$ cat src/rtl/bit_serial_alu_seq.sv
// bit_serial_alu_seq: area-minimal ALU that evaluates a WIDTH-bit MIPS-style
// operation one bit per clock, LSB first, through a single 1-bit ALU slice.
//
// Ports:
//   clk, rst         clock (rising edge), synchronous active-high reset
//   in_valid/ready   operand handshake; in_ready is high only while idle
//   src_a, src_b     operands, latched on accept
//   alu_ctrl         {Ainvert, Binvert, Operation[1:0]}
//   out_valid/ready  result handshake; out_valid held until accepted
//   result           ALU result (holds after hand-off until the next accept)
//   zero             result == 0, decoded from the result register
//   overflow         signed overflow, ADD/SUB (Operation == 10) only
//
// Optional feature macro: BIT_SERIAL_ALU_FAST_LOGIC_EN
//   When defined, Operation 00/01 (AND/OR/NOR) is evaluated full-width in a
//   single cycle instead of walking the serial slice.
module bit_serial_alu_seq #(
    parameter int unsigned WIDTH = 32,
    parameter int unsigned CNT_W = $clog2(WIDTH)
) (
    input  logic             clk,
    input  logic             rst,
    input  logic             in_valid,
    output logic             in_ready,
    input  logic [WIDTH-1:0] src_a,
    input  logic [WIDTH-1:0] src_b,
    input  logic [3:0]       alu_ctrl,
    output logic             out_valid,
    input  logic             out_ready,
    output logic [WIDTH-1:0] result,
    output logic             zero,
    output logic             overflow
);

    localparam logic [CNT_W-1:0] LAST_BIT = CNT_W'(WIDTH - 1);

    typedef enum logic [2:0] {
        S_IDLE,
        S_RUN,
        S_FIX,
        S_DONE,
        S_FAST
    } state_e;

    state_e             state_q, state_d;
    logic [WIDTH-1:0]   a_q, a_d;
    logic [WIDTH-1:0]   b_q, b_d;
    logic [3:0]         ctrl_q, ctrl_d;
    logic [CNT_W-1:0]   cnt_q, cnt_d;
    logic               carry_q, carry_d;
    logic               set_q, set_d;
    logic [WIDTH-1:0]   result_q, result_d;
    logic               ovf_q, ovf_d;
    logic               out_valid_q, out_valid_d;
    logic               in_ready_q, in_ready_d;

    // 1-bit slice signals for the bit currently selected by cnt_q
    logic ai, bi, sum, cout, ovf_v, bit_v;

`ifdef BIT_SERIAL_ALU_FAST_LOGIC_EN
    logic [WIDTH-1:0] av_full, bv_full;
`endif

    // Next-state, slice evaluation and register updates
    always_comb begin
        state_d     = state_q;
        a_d         = a_q;
        b_d         = b_q;
        ctrl_d      = ctrl_q;
        cnt_d       = cnt_q;
        carry_d     = carry_q;
        set_d       = set_q;
        result_d    = result_q;
        ovf_d       = ovf_q;
        out_valid_d = out_valid_q;
        in_ready_d  = in_ready_q;

        ai    = a_q[cnt_q] ^ ctrl_q[3];
        bi    = b_q[cnt_q] ^ ctrl_q[2];
        sum   = ai ^ bi ^ carry_q;
        cout  = (ai & bi) | (ai & carry_q) | (bi & carry_q);
        ovf_v = carry_q ^ cout;

        case (ctrl_q[1:0])
            2'b00:   bit_v = ai & bi;
            2'b01:   bit_v = ai | bi;
            2'b10:   bit_v = sum;
            default: bit_v = 1'b0;   // SLT: bit 0 patched in S_FIX
        endcase

`ifdef BIT_SERIAL_ALU_FAST_LOGIC_EN
        av_full = a_q ^ {WIDTH{ctrl_q[3]}};
        bv_full = b_q ^ {WIDTH{ctrl_q[2]}};
`endif

        case (state_q)
            S_IDLE: begin
                if (in_valid) begin
                    a_d        = src_a;
                    b_d        = src_b;
                    ctrl_d     = alu_ctrl;
                    carry_d    = alu_ctrl[2];   // Binvert doubles as carry-in for SUB/SLT
                    cnt_d      = '0;
                    result_d   = '0;
                    ovf_d      = 1'b0;
                    in_ready_d = 1'b0;
`ifdef BIT_SERIAL_ALU_FAST_LOGIC_EN
                    state_d    = alu_ctrl[1] ? S_RUN : S_FAST;
`else
                    state_d    = S_RUN;
`endif
                end
            end

            S_RUN: begin
                result_d[cnt_q] = bit_v;
                carry_d         = cout;
                if (cnt_q == LAST_BIT) begin
                    cnt_d = '0;
                    // sum^ovf is the true sign, so SLT stays correct on overflow
                    set_d = sum ^ ovf_v;
                    ovf_d = (ctrl_q[1:0] == 2'b10) ? ovf_v : 1'b0;
                    if (ctrl_q[1:0] == 2'b11) begin
                        state_d = S_FIX;
                    end else begin
                        state_d     = S_DONE;
                        out_valid_d = 1'b1;
                    end
                end else begin
                    cnt_d = cnt_q + CNT_W'(1);
                end
            end

            S_FIX: begin
                result_d[0] = set_q;
                state_d     = S_DONE;
                out_valid_d = 1'b1;
            end

`ifdef BIT_SERIAL_ALU_FAST_LOGIC_EN
            S_FAST: begin
                result_d    = ctrl_q[0] ? (av_full | bv_full) : (av_full & bv_full);
                ovf_d       = 1'b0;
                state_d     = S_DONE;
                out_valid_d = 1'b1;
            end
`endif

            S_DONE: begin
                if (out_ready) begin
                    state_d     = S_IDLE;
                    out_valid_d = 1'b0;
                    in_ready_d  = 1'b1;
                end
            end

            default: begin
                state_d     = S_IDLE;
                out_valid_d = 1'b0;
                in_ready_d  = 1'b1;
            end
        endcase
    end

    // State and datapath registers
    always_ff @(posedge clk) begin
        if (rst) begin
            state_q     <= S_IDLE;
            a_q         <= '0;
            b_q         <= '0;
            ctrl_q      <= '0;
            cnt_q       <= '0;
            carry_q     <= 1'b0;
            set_q       <= 1'b0;
            result_q    <= '0;
            ovf_q       <= 1'b0;
            out_valid_q <= 1'b0;
            in_ready_q  <= 1'b1;
        end else begin
            state_q     <= state_d;
            a_q         <= a_d;
            b_q         <= b_d;
            ctrl_q      <= ctrl_d;
            cnt_q       <= cnt_d;
            carry_q     <= carry_d;
            set_q       <= set_d;
            result_q    <= result_d;
            ovf_q       <= ovf_d;
            out_valid_q <= out_valid_d;
            in_ready_q  <= in_ready_d;
        end
    end

    assign in_ready  = in_ready_q;
    assign out_valid = out_valid_q;
    assign result    = result_q;
    assign overflow  = ovf_q;
    assign zero      = (result_q == '0);

endmodule

$ cat config.mk
export PLATFORM = sky130hd
export DESIGN_NAME = bit_serial_alu_seq
export DESIGN_NICKNAME = d
export VERILOG_FILES = /design/src/rtl/bit_serial_alu_seq.sv
export SDC_FILE = /design/constraint.sdc
export NUM_CORES = 1
export LEC_CHECK = 0
export CORE_ASPECT_RATIO = 1.25
export CORE_MARGIN = 1
export CORE_UTILIZATION = 45
export DETAILED_ROUTE_END_ITERATION = 8
export PLACE_DENSITY = 0.71
export SYNTH_ARGS = -nofsm -noshare
export SYNTH_HDL_FRONTEND = slang
export SYNTH_SLANG_ARGS = --single-unit
$ cat constraint.sdc
create_clock -name clk -period 4.8 [get_ports clk]
set_input_delay 0.96 -clock clk [delete_from_list [all_inputs] [get_ports clk]]
set_output_delay 0.96 -clock clk [all_outputs]
set_load 0.01 [all_outputs]
==> results of run 1 <==
[worst max-delay path, cell delays in order, from the launching register on]
cell,delay (ns)
sky130_fd_sc_hd__dfxtp_1,0.67
sky130_fd_sc_hd__nor2b_1,0.54
sky130_fd_sc_hd__a22oi_1,0.20
sky130_fd_sc_hd__nand3_1,0.15
sky130_fd_sc_hd__nand4_2,0.15
sky130_fd_sc_hd__xor2_1,0.36
sky130_fd_sc_hd__ha_1,0.35
sky130_fd_sc_hd__xnor2_1,0.14
sky130_fd_sc_hd__a211oi_1,0.14
sky130_fd_sc_hd__o311ai_4,0.83
sky130_fd_sc_hd__o21ai_0,0.25
[sequential cells by signal, summed over array words and instances, names as in the netlist]
| register | count |
|---|---|
| b_q | 32 |
| in_ready | 1 |
| result | 32 |
| cnt_q | 5 |
| out_valid | 1 |
| overflow | 1 |
| set_q | 1 |
| a_q | 32 |
| state_q | 2 |
| ctrl_q | 4 |
| carry_q | 1 |
[cells by family after synthesis]
kind of cell,after synthesis
AOI/OAI and AO/OA,144
and+or+nand+nor,294
muxes,37
buffers and inverters,58
adders and majority gates,11
DFF,112
xor gates and xnor gates,6
[worst max path at each step]
stage	end	slack, ns	depth (start not counted)
2_1_floorplan	result[7]	1.92	12
3_3_place_gp	result[28]	1.14	11
3_5_place_dp	result[28]	0.92	10
4_1_cts	result[29]	0.88	10
5_1_grt	result[29]	0.48	10
6_report	result[29]	0.85	10
[routing by layer]
metal,track usage,share of wire
met5,0,0
met1,0.260,0.43
met4,0.0910,0.024
met2,0.399,0.51
met3,0.0309,0.035
[per-stage QoR]
step	power [mW]	setup slack, ns
after CTS	2.86	0.878
after detailed placement	2.06	0.920
final	2.85	0.850
after global placement	2.03	1.14
after global routing	3.02	0.483
after floorplan	1.82	1.92
[cell usage after synthesis (3+ instances only)]
| cell | n | area, sq um |
|---|---|---|
| sky130_fd_sc_hd__nand3_1 | 47 | 235 |
| sky130_fd_sc_hd__inv_1 | 9 | 33.8 |
| sky130_fd_sc_hd__buf_6 | 10 | 113 |
| sky130_fd_sc_hd__buf_4 | 5 | 37.5 |
| sky130_fd_sc_hd__ha_1 | 11 | 138 |
| sky130_fd_sc_hd__a21oi_1 | 78 | 390 |
| sky130_fd_sc_hd__nor3_1 | 7 | 35.0 |
| sky130_fd_sc_hd__o21ai_2 | 15 | 131 |
| sky130_fd_sc_hd__clkbuf_1 | 28 | 105 |
| sky130_fd_sc_hd__and2_1 | 3 | 18.8 |
| sky130_fd_sc_hd__nand4_1 | 7 | 43.8 |
| sky130_fd_sc_hd__mux2i_1 | 37 | 370 |
| sky130_fd_sc_hd__nand2_1 | 178 | 668 |
| sky130_fd_sc_hd__o21ai_0 | 14 | 70.1 |
| sky130_fd_sc_hd__a211oi_1 | 3 | 22.5 |
| sky130_fd_sc_hd__buf_1 | 3 | 11.3 |
| sky130_fd_sc_hd__xor2_1 | 4 | 35.0 |
| sky130_fd_sc_hd__o211ai_1 | 3 | 22.5 |
| sky130_fd_sc_hd__nor2_1 | 22 | 82.6 |
| sky130_fd_sc_hd__a22oi_1 | 11 | 82.6 |
| sky130_fd_sc_hd__nor4_1 | 8 | 50.1 |
| sky130_fd_sc_hd__dfxtp_1 | 112 | 2240 |
| sky130_fd_sc_hd__nand2b_1 | 4 | 25.0 |
| sky130_fd_sc_hd__nor2b_1 | 5 | 31.3 |
[cell type report]
class,instances,area share
multi-input combinational,492,0.414
sequential,112,0.335
timing repair buffer,114,0.167
clock buffer,12,0.0368
tap,161,0.0301
clock inverter,4,0.0114
inverter,9,0.00505
[power groups by stage]
stage	clock (mW)	sequential (mW)	combinational (mW)
final	0.815	1.13	0.906
after global routing	0.870	1.14	1.01
after CTS	0.825	1.13	0.909
after detailed placement	0	1.15	0.906
after global placement	0	1.14	0.884
after floorplan	0	1.13	0.683
==> flow_summary.html, run 1 <==
<table>
<tr><th>Metric</th><th>Value</th></tr>
<tr><th colspan="2">Run</th></tr>
<tr><td>Total of max-cap violations</td><td>0</td></tr>
<tr><th colspan="2">Yosys</th></tr>
<tr><td>Mapped Nets</td><td>745</td></tr>
<tr><td>Yosys reg bits</td><td>112</td></tr>
<tr><td>Adder-cell share of the synthesized area</td><td>0.0257</td></tr>
<tr><td>Post-Synthesis Cell Area</td><td>5350 sq um</td></tr>
<tr><td>Average size of a mapped cell</td><td>8.08 sq um</td></tr>
<tr><td>Sequential-to-total area share from yosys stat</td><td>0.419</td></tr>
<tr><td>Parity-gate share of the synthesized area counting xor and xnor cells</td><td>0.00982</td></tr>
<tr><td>EDFF count, synth</td><td>0</td></tr>
<tr><td>Number of warnings reported in the yosys synthesis log</td><td>0</td></tr>
<tr><td>Number of distinct library cells after synthesis</td><td>53</td></tr>
<tr><td>Async SR Flop Fraction</td><td>0</td></tr>
<tr><td>Simple logic cell fraction of the synthesized area</td><td>0.243</td></tr>
<tr><td>Dominant combinational cell family by area after synthesis</td><td>simple AND/OR/NAND/NOR gates</td></tr>
<tr><td>Most instantiated flip-flop cell in the synthesis netlist</td><td>sky130_fd_sc_hd__dfxtp_1</td></tr>
<tr><td>Post-Syn Instances</td><td>662</td></tr>
<tr><td>Share of synthesized area spent on multiplexers</td><td>0.0692</td></tr>
<tr><td>Compound-cell area share of the yosys netlist</td><td>0.170</td></tr>
<tr><th colspan="2">Setup path</th></tr>
<tr><td>Worst endpoint required time</td><td>5.00 ns</td></tr>
<tr><td>Data arrival time of the critical path</td><td>4.15 ns</td></tr>
<tr><td>Path depth of the worst reg2reg path</td><td>10</td></tr>
<tr><td>Path type of the worst setup path</td><td>flip-flop to flip-flop</td></tr>
<tr><td>Kind of start point of the critical path</td><td>flip-flop</td></tr>
<tr><td>Maximum net fanout on the critical path</td><td>19</td></tr>
<tr><td>Register-to-Register Setup Slack</td><td>0.85 ns</td></tr>
<tr><td>CP endpoint kind</td><td>flip-flop</td></tr>
<tr><td>Crit Reg-Reg Startpoint</td><td>cnt_q[2]</td></tr>
<tr><td>Worst setup path start</td><td>cnt_q[2]</td></tr>
<tr><td>Reg2Reg Capture Point</td><td>result[29]</td></tr>
<tr><th colspan="2">Timing</th></tr>
<tr><td>Max transition margin</td><td>0.259</td></tr>
<tr><td>Peak Freq</td><td>253 MHz</td></tr>
<tr><td>Unrepaired setup endpoints after global routing</td><td>no</td></tr>
<tr><td>Final Hold Vio Count</td><td>0</td></tr>
<tr><td>Number of pins exceeding their max-slew limit in the final report</td><td>0</td></tr>
<tr><td>Period Utilization, post-route</td><td>0.823</td></tr>
<tr><td>Final setup violation count</td><td>0</td></tr>
<tr><td>Final period demand of the worst path</td><td>3.95 ns</td></tr>
<tr><td>Setup TNS</td><td>0 ns</td></tr>
<tr><td>Transition at the pin with the smallest max-transition slack</td><td>1.11 ns</td></tr>
<tr><td>WHS</td><td>0.453 ns</td></tr>
<tr><td>Setup clock skew after layout</td><td>0.00784 ns</td></tr>
<tr><th colspan="2">Outcome</th></tr>
<tr><td>Run status</td><td>finished, final reports clean</td></tr>
<tr><th colspan="2">Global routing</th></tr>
<tr><td>Global-route wire length before repair</td><td>21.2 mm</td></tr>
<tr><td>Largest net degree at the start of global routing</td><td>69</td></tr>
<tr><td>Antenna violations before repair</td><td>0</td></tr>
<tr><td>Overflow left after global routing</td><td>0</td></tr>
<tr><td>Total global routing track utilization</td><td>0.220</td></tr>
<tr><td>Number of global-route vias before repair</td><td>4467</td></tr>
<tr><th colspan="2">Detailed routing</th></tr>
<tr><td>DR DRC count</td><td>0</td></tr>
<tr><td>Number of detailed-routing iterations run before antenna repair</td><td>4</td></tr>
<tr><td>Routed Wire Length</td><td>13.2 mm</td></tr>
<tr><td>Average via count per standard cell</td><td>5.34</td></tr>
<tr><td>Post-route ant nets</td><td>0</td></tr>
<tr><td>Number of vias in the routed layout</td><td>4829</td></tr>
<tr><td>Number of violations reported at the end of detailed-routing iteration 0</td><td>229</td></tr>
<tr><td>Wire length per cell after detailed routing</td><td>14.6 microns</td></tr>
<tr><th colspan="2">Power</th></tr>
<tr><td>Share of total power in combinational logic</td><td>0.318</td></tr>
<tr><td>Sequential share of power</td><td>0.396</td></tr>
<tr><td>Internal power component</td><td>1.86 mW</td></tr>
<tr><td>Largest vdd supply drop</td><td>0.204 mV</td></tr>
<tr><td>Proportion of power drawn by the clock network</td><td>0.286</td></tr>
<tr><td>Cell area power density</td><td>426 nW/um^2</td></tr>
<tr><td>Share of total power consumed by net switching</td><td>0.346</td></tr>
<tr><td>Net switching power figure</td><td>987 uW</td></tr>
<tr><td>Reported leakage power</td><td>2.28 nW</td></tr>
<tr><th colspan="2">Floorplan</th></tr>
<tr><td>Die width</td><td>99.5 microns</td></tr>
<tr><td>Chip Height</td><td>124 microns</td></tr>
<tr><td>Num ports</td><td>108</td></tr>
<tr><td>Area of the core</td><td>11600 sq um</td></tr>
<tr><td>Initial Util</td><td>0.461</td></tr>
<tr><td>Rows</td><td>44</td></tr>
<tr><td>Die outline area</td><td>12300 sq um</td></tr>
<tr><th colspan="2">Cells and area</th></tr>
<tr><td>Number of fill cells</td><td>1076</td></tr>
<tr><td>Share of the core filled with cells in the final layout</td><td>0.576</td></tr>
<tr><td>Non-filler instance count after layout</td><td>904</td></tr>
<tr><td>Most frequent standard cell in the layout excluding fill and tap cells</td><td>sky130_fd_sc_hd__nand2_1</td></tr>
<tr><td>Layout net count</td><td>821</td></tr>
<tr><td>Top library cells by usage in the layout, fill and taps aside</td><td>177 x sky130_fd_sc_hd__nand2_1, 111 x sky130_fd_sc_hd__dfxtp_1, 106 x sky130_fd_sc_hd__clkdlybuf4s50_1</td></tr>
<tr><td>Final std cell area, no fill</td><td>6690 sq um</td></tr>
<tr><td>Growth of design area from synthesis to finish</td><td>25.1%</td></tr>
<tr><td>Sequential standard cell area</td><td>2240 sq um</td></tr>
<tr><td>Antenna diode instance count</td><td>0</td></tr>
<tr><td>Total area of multi-input combinational cells</td><td>2770 sq um</td></tr>
<tr><td>Fraction of layout instances using a drive strength above 1</td><td>0.0646</td></tr>
<tr><th colspan="2">Place</th></tr>
<tr><td>Cell Count Post-Placement</td><td>888</td></tr>
<tr><td>GPL Wtd Cong</td><td>0.852</td></tr>
<tr><td>Number of port buffers</td><td>107</td></tr>
<tr><td>HPWL reported at the end of detailed placement</td><td>9.63 mm</td></tr>
<tr><td>Dpl cell area</td><td>6370 sq um</td></tr>
<tr><th colspan="2">Clock network</th></tr>
<tr><td>Buffers inserted during post-CTS setup optimization</td><td>0</td></tr>
<tr><td>Clock tree from TritonCTS</td><td>yes</td></tr>
<tr><td>Hold bufs inserted after CTS</td><td>0</td></tr>
<tr><td>Number of buffers created by CTS</td><td>9</td></tr>
<tr><td>Cell at the root of the clock tree</td><td>sky130_fd_sc_hd__clkbuf_16</td></tr>
<tr><td>Clock latency on the worst-skew pair</td><td>0.36 ns</td></tr>
<tr><td>Number of buffers on the longest clock path</td><td>2</td></tr>
<tr><td>Clock input transition at the sequential cells of the worst setup and hold paths</td><td>0.07 ns</td></tr>
<tr><td>Clk sink count</td><td>112</td></tr>
<tr><td>Max H-tree Level</td><td>3</td></tr>
<tr><td>Post-cts repair resize count</td><td>0</td></tr>
<tr><th colspan="2">Min path</th></tr>
<tr><td>Hold wc startpoint</td><td>b_q[13]</td></tr>
<tr><td>Hold Path Sink</td><td>b_q[13]</td></tr>
<tr><td>Type of the tightest min-delay check</td><td>flip-flop to flip-flop</td></tr>
<tr><td>Worst hold path stage count</td><td>2</td></tr>
</table>
(Power assumes the default switching activity.)
==> run 2: changes to the inputs <==
--- a/config.mk
+++ b/config.mk
@@ -9,7 +9,7 @@
 export CORE_MARGIN = 1
 export CORE_UTILIZATION = 45
 export DETAILED_ROUTE_END_ITERATION = 8
-export PLACE_DENSITY = 0.71
+export PLACE_DENSITY = 0.74
 export SYNTH_ARGS = -nofsm -noshare
 export SYNTH_HDL_FRONTEND = slang
 export SYNTH_SLANG_ARGS = --single-unit
==> constraint.sdc (replaced) <==
create_clock -name clk -period 3.3 [get_ports clk]
set_input_delay 0.66 -clock clk [delete_from_list [all_inputs] [get_ports clk]]
set_output_delay 0.66 -clock clk [all_outputs]
set_load 0.01 [all_outputs]
==> flow_summary.html, run 2 (synthesis results as in run 1) <==
<table>
<tr><th>Metric</th><th>Value</th></tr>
<tr><th colspan="2">Outcome</th></tr>
<tr><td>Run status</td><td>finished, final reports clean</td></tr>
<tr><th colspan="2">Cells and area</th></tr>
<tr><td>Antenna diode instance count</td><td>0</td></tr>
<tr><td>Growth of design area from synthesis to finish</td><td>27.7%</td></tr>
<tr><td>Top library cells by usage in the layout, fill and taps aside</td><td>177 x sky130_fd_sc_hd__nand2_1, 111 x sky130_fd_sc_hd__dfxtp_1, 106 x sky130_fd_sc_hd__clkdlybuf4s50_1</td></tr>
<tr><td>Most frequent standard cell in the layout excluding fill and tap cells</td><td>sky130_fd_sc_hd__nand2_1</td></tr>
<tr><td>Layout net count</td><td>838</td></tr>
<tr><td>Share of the core filled with cells in the final layout</td><td>0.588</td></tr>
<tr><td>Fraction of layout instances using a drive strength above 1</td><td>0.0868</td></tr>
<tr><td>Final std cell area, no fill</td><td>6830 sq um</td></tr>
<tr><th colspan="2">Min path</th></tr>
<tr><td>Type of the tightest min-delay check</td><td>flip-flop to flip-flop</td></tr>
<tr><th colspan="2">Clock network</th></tr>
<tr><td>Number of buffers on the longest clock path</td><td>2</td></tr>
<tr><td>Hold bufs inserted after CTS</td><td>0</td></tr>
<tr><td>Max H-tree Level</td><td>3</td></tr>
<tr><td>Number of buffers created by CTS</td><td>9</td></tr>
<tr><td>Clk sink count</td><td>112</td></tr>
<tr><td>Cell at the root of the clock tree</td><td>sky130_fd_sc_hd__clkbuf_16</td></tr>
<tr><td>Clock latency on the worst-skew pair</td><td>0.35 ns</td></tr>
<tr><td>Clock tree from TritonCTS</td><td>yes</td></tr>
<tr><td>Clock input transition at the sequential cells of the worst setup and hold paths</td><td>0.07 ns</td></tr>
<tr><th colspan="2">Setup path</th></tr>
<tr><td>Data arrival time of the critical path</td><td>3.28 ns</td></tr>
<tr><td>Path type of the worst setup path</td><td>flip-flop to flip-flop</td></tr>
<tr><td>CP endpoint kind</td><td>flip-flop</td></tr>
<tr><td>Worst endpoint required time</td><td>3.51 ns</td></tr>
<tr><td>Kind of start point of the critical path</td><td>flip-flop</td></tr>
<tr><td>Maximum net fanout on the critical path</td><td>26</td></tr>
<tr><th colspan="2">Timing</th></tr>
<tr><td>Transition at the pin with the smallest max-transition slack</td><td>0.659 ns</td></tr>
<tr><td>Unrepaired setup endpoints after global routing</td><td>no</td></tr>
<tr><td>Setup TNS</td><td>0 ns</td></tr>
<tr><td>Final setup violation count</td><td>0</td></tr>
<tr><td>Final period demand of the worst path</td><td>3.06 ns</td></tr>
<tr><td>Period Utilization, post-route</td><td>0.928</td></tr>
<tr><td>Final Hold Vio Count</td><td>0</td></tr>
<tr><td>Setup clock skew after layout</td><td>0.00963 ns</td></tr>
<tr><td>Max transition margin</td><td>0.560</td></tr>
<tr><td>Number of pins exceeding their max-slew limit in the final report</td><td>0</td></tr>
<tr><td>Peak Freq</td><td>327 MHz</td></tr>
<tr><th colspan="2">Place</th></tr>
<tr><td>HPWL reported at the end of detailed placement</td><td>9.79 mm</td></tr>
<tr><td>GPL Wtd Cong</td><td>0.892</td></tr>
<tr><td>Dpl cell area</td><td>6500 sq um</td></tr>
<tr><td>Number of port buffers</td><td>107</td></tr>
<tr><th colspan="2">Detailed routing</th></tr>
<tr><td>Number of detailed-routing iterations run before antenna repair</td><td>5</td></tr>
<tr><td>DR DRC count</td><td>0</td></tr>
<tr><td>Post-route ant nets</td><td>0</td></tr>
<tr><td>Number of violations reported at the end of detailed-routing iteration 0</td><td>320</td></tr>
<tr><td>Wire length per cell after detailed routing</td><td>14.5 microns</td></tr>
<tr><td>Number of vias in the routed layout</td><td>4952</td></tr>
<tr><td>Routed Wire Length</td><td>13.4 mm</td></tr>
<tr><td>Average via count per standard cell</td><td>5.38</td></tr>
<tr><th colspan="2">Floorplan</th></tr>
<tr><td>Die outline area</td><td>12300 sq um</td></tr>
<tr><td>Initial Util</td><td>0.461</td></tr>
<tr><td>Die width</td><td>99.5 microns</td></tr>
<tr><td>Chip Height</td><td>124 microns</td></tr>
<tr><td>Area of the core</td><td>11600 sq um</td></tr>
<tr><td>Rows</td><td>44</td></tr>
<tr><td>Num ports</td><td>108</td></tr>
<tr><th colspan="2">Power</th></tr>
<tr><td>Reported leakage power</td><td>2.36 nW</td></tr>
<tr><td>Share of total power in combinational logic</td><td>0.339</td></tr>
<tr><td>Internal power component</td><td>2.69 mW</td></tr>
<tr><td>Net switching power figure</td><td>1.45 mW</td></tr>
<tr><td>Sequential share of power</td><td>0.399</td></tr>
<tr><td>Largest vdd supply drop</td><td>0.327 mV</td></tr>
<tr><td>Share of total power consumed by net switching</td><td>0.350</td></tr>
<tr><td>Proportion of power drawn by the clock network</td><td>0.262</td></tr>
<tr><td>Cell area power density</td><td>606 nW/um^2</td></tr>
<tr><th colspan="2">Global routing</th></tr>
<tr><td>Antenna violations before repair</td><td>0</td></tr>
<tr><td>Largest net degree at the start of global routing</td><td>70</td></tr>
<tr><td>Total global routing track utilization</td><td>0.222</td></tr>
<tr><td>Global-route wire length before repair</td><td>21.7 mm</td></tr>
<tr><td>Number of global-route vias before repair</td><td>4784</td></tr>
<tr><td>Overflow left after global routing</td><td>0</td></tr>
<tr><th colspan="2">Run</th></tr>
<tr><td>Total of max-cap violations</td><td>0</td></tr>
</table>
## run 2: cell types whose count changed in the layout (fill, tap and decap cells not counted)
cell | before | now
sky130_fd_sc_hd__clkinv_2 | 0 | 1
sky130_fd_sc_hd__a211oi_1 | 3 | 2
sky130_fd_sc_hd__o31ai_4 | 0 | 1
sky130_fd_sc_hd__a211oi_2 | 0 | 1
sky130_fd_sc_hd__o31ai_2 | 1 | 0
sky130_fd_sc_hd__bufinv_16 | 2 | 1
sky130_fd_sc_hd__buf_12 | 0 | 2
sky130_fd_sc_hd__buf_4 | 7 | 22
## run 2: critical path, cell delays in order, from the launching register on
cell	delay, ns
sky130_fd_sc_hd__dfxtp_2	0.35
sky130_fd_sc_hd__buf_12	0.21
sky130_fd_sc_hd__mux2i_1	0.27
sky130_fd_sc_hd__a22oi_1	0.11
sky130_fd_sc_hd__nand3_1	0.11
sky130_fd_sc_hd__nand4_2	0.12
sky130_fd_sc_hd__xor2_1	0.18
sky130_fd_sc_hd__ha_1	0.33
sky130_fd_sc_hd__xnor2_1	0.19
sky130_fd_sc_hd__a211oi_2	0.15
sky130_fd_sc_hd__o31ai_4	0.53
sky130_fd_sc_hd__buf_4	0.26
sky130_fd_sc_hd__o32ai_1	0.09
## run 2: final cells by class
cell class / count / area [sq um]
inverter: 9 / 33.8
clock inverter: 4 / 51.3
fill: 1067 / 4780
sequential: 112 / 2240
multi-input combinational: 492 / 2790
clock buffer: 12 / 246
timing repair buffer: 131 / 1270
tap: 161 / 201
## run 2: power groups by stage
stage / sequential (mW) / clock (mW) / combinational (mW)
after floorplan: 1.65 / 0 / 0.994
after global placement: 1.68 / 0 / 1.34
after detailed placement: 1.68 / 0 / 1.38
after CTS: 1.65 / 1.10 / 1.39
after global routing: 1.67 / 1.16 / 1.55
final: 1.65 / 1.08 / 1.41
## run 2: metrics by stage
| step | setup WS [ns] | hold WS [ns] | power (mW) | cells |
|---|---|---|---|---|
| floorplan | 0.422 | 0.436 | 2.64 | 662 |
| global placement | 0.215 | 0.445 | 3.02 | 904 |
| detailed placement | 0.0640 | 0.447 | 3.07 | 904 |
| CTS | 0.0327 | 0.456 | 4.15 | 920 |
| global route | 0.0329 | 0.473 | 4.39 | 921 |
| finish | 0.238 | 0.454 | 4.14 | 921 |
## run 2: layer usage
metal | up-vias | share of wire | track usage
li1 | 2477 | - | -
met1 | 2287 | 0.42 | 0.251
met2 | 164 | 0.51 | 0.411
met3 | 24 | 0.044 | 0.0449
met4 | 0 | 0.021 | 0.0836
met5 | - | 0 | 0
## run 2: path summary, 6_finish.rpt
check / end / cells after the start / slack (ns) / from
hold reg to reg: b_q[11] / 2 / 0.45 / b_q[11]
setup reg to reg: result[25] / 12 / 0.24 / cnt_q[1]
hold / removal: b_q[11] / 2 / 0.45 / b_q[11]
setup / recovery: result[25] / 12 / 0.24 / cnt_q[1]
## run 2: repair_timing
action	4_1_cts	5_1_grt
setup endpoints to repair	0	22
resized for setup	0	2
setup buffers	0	1
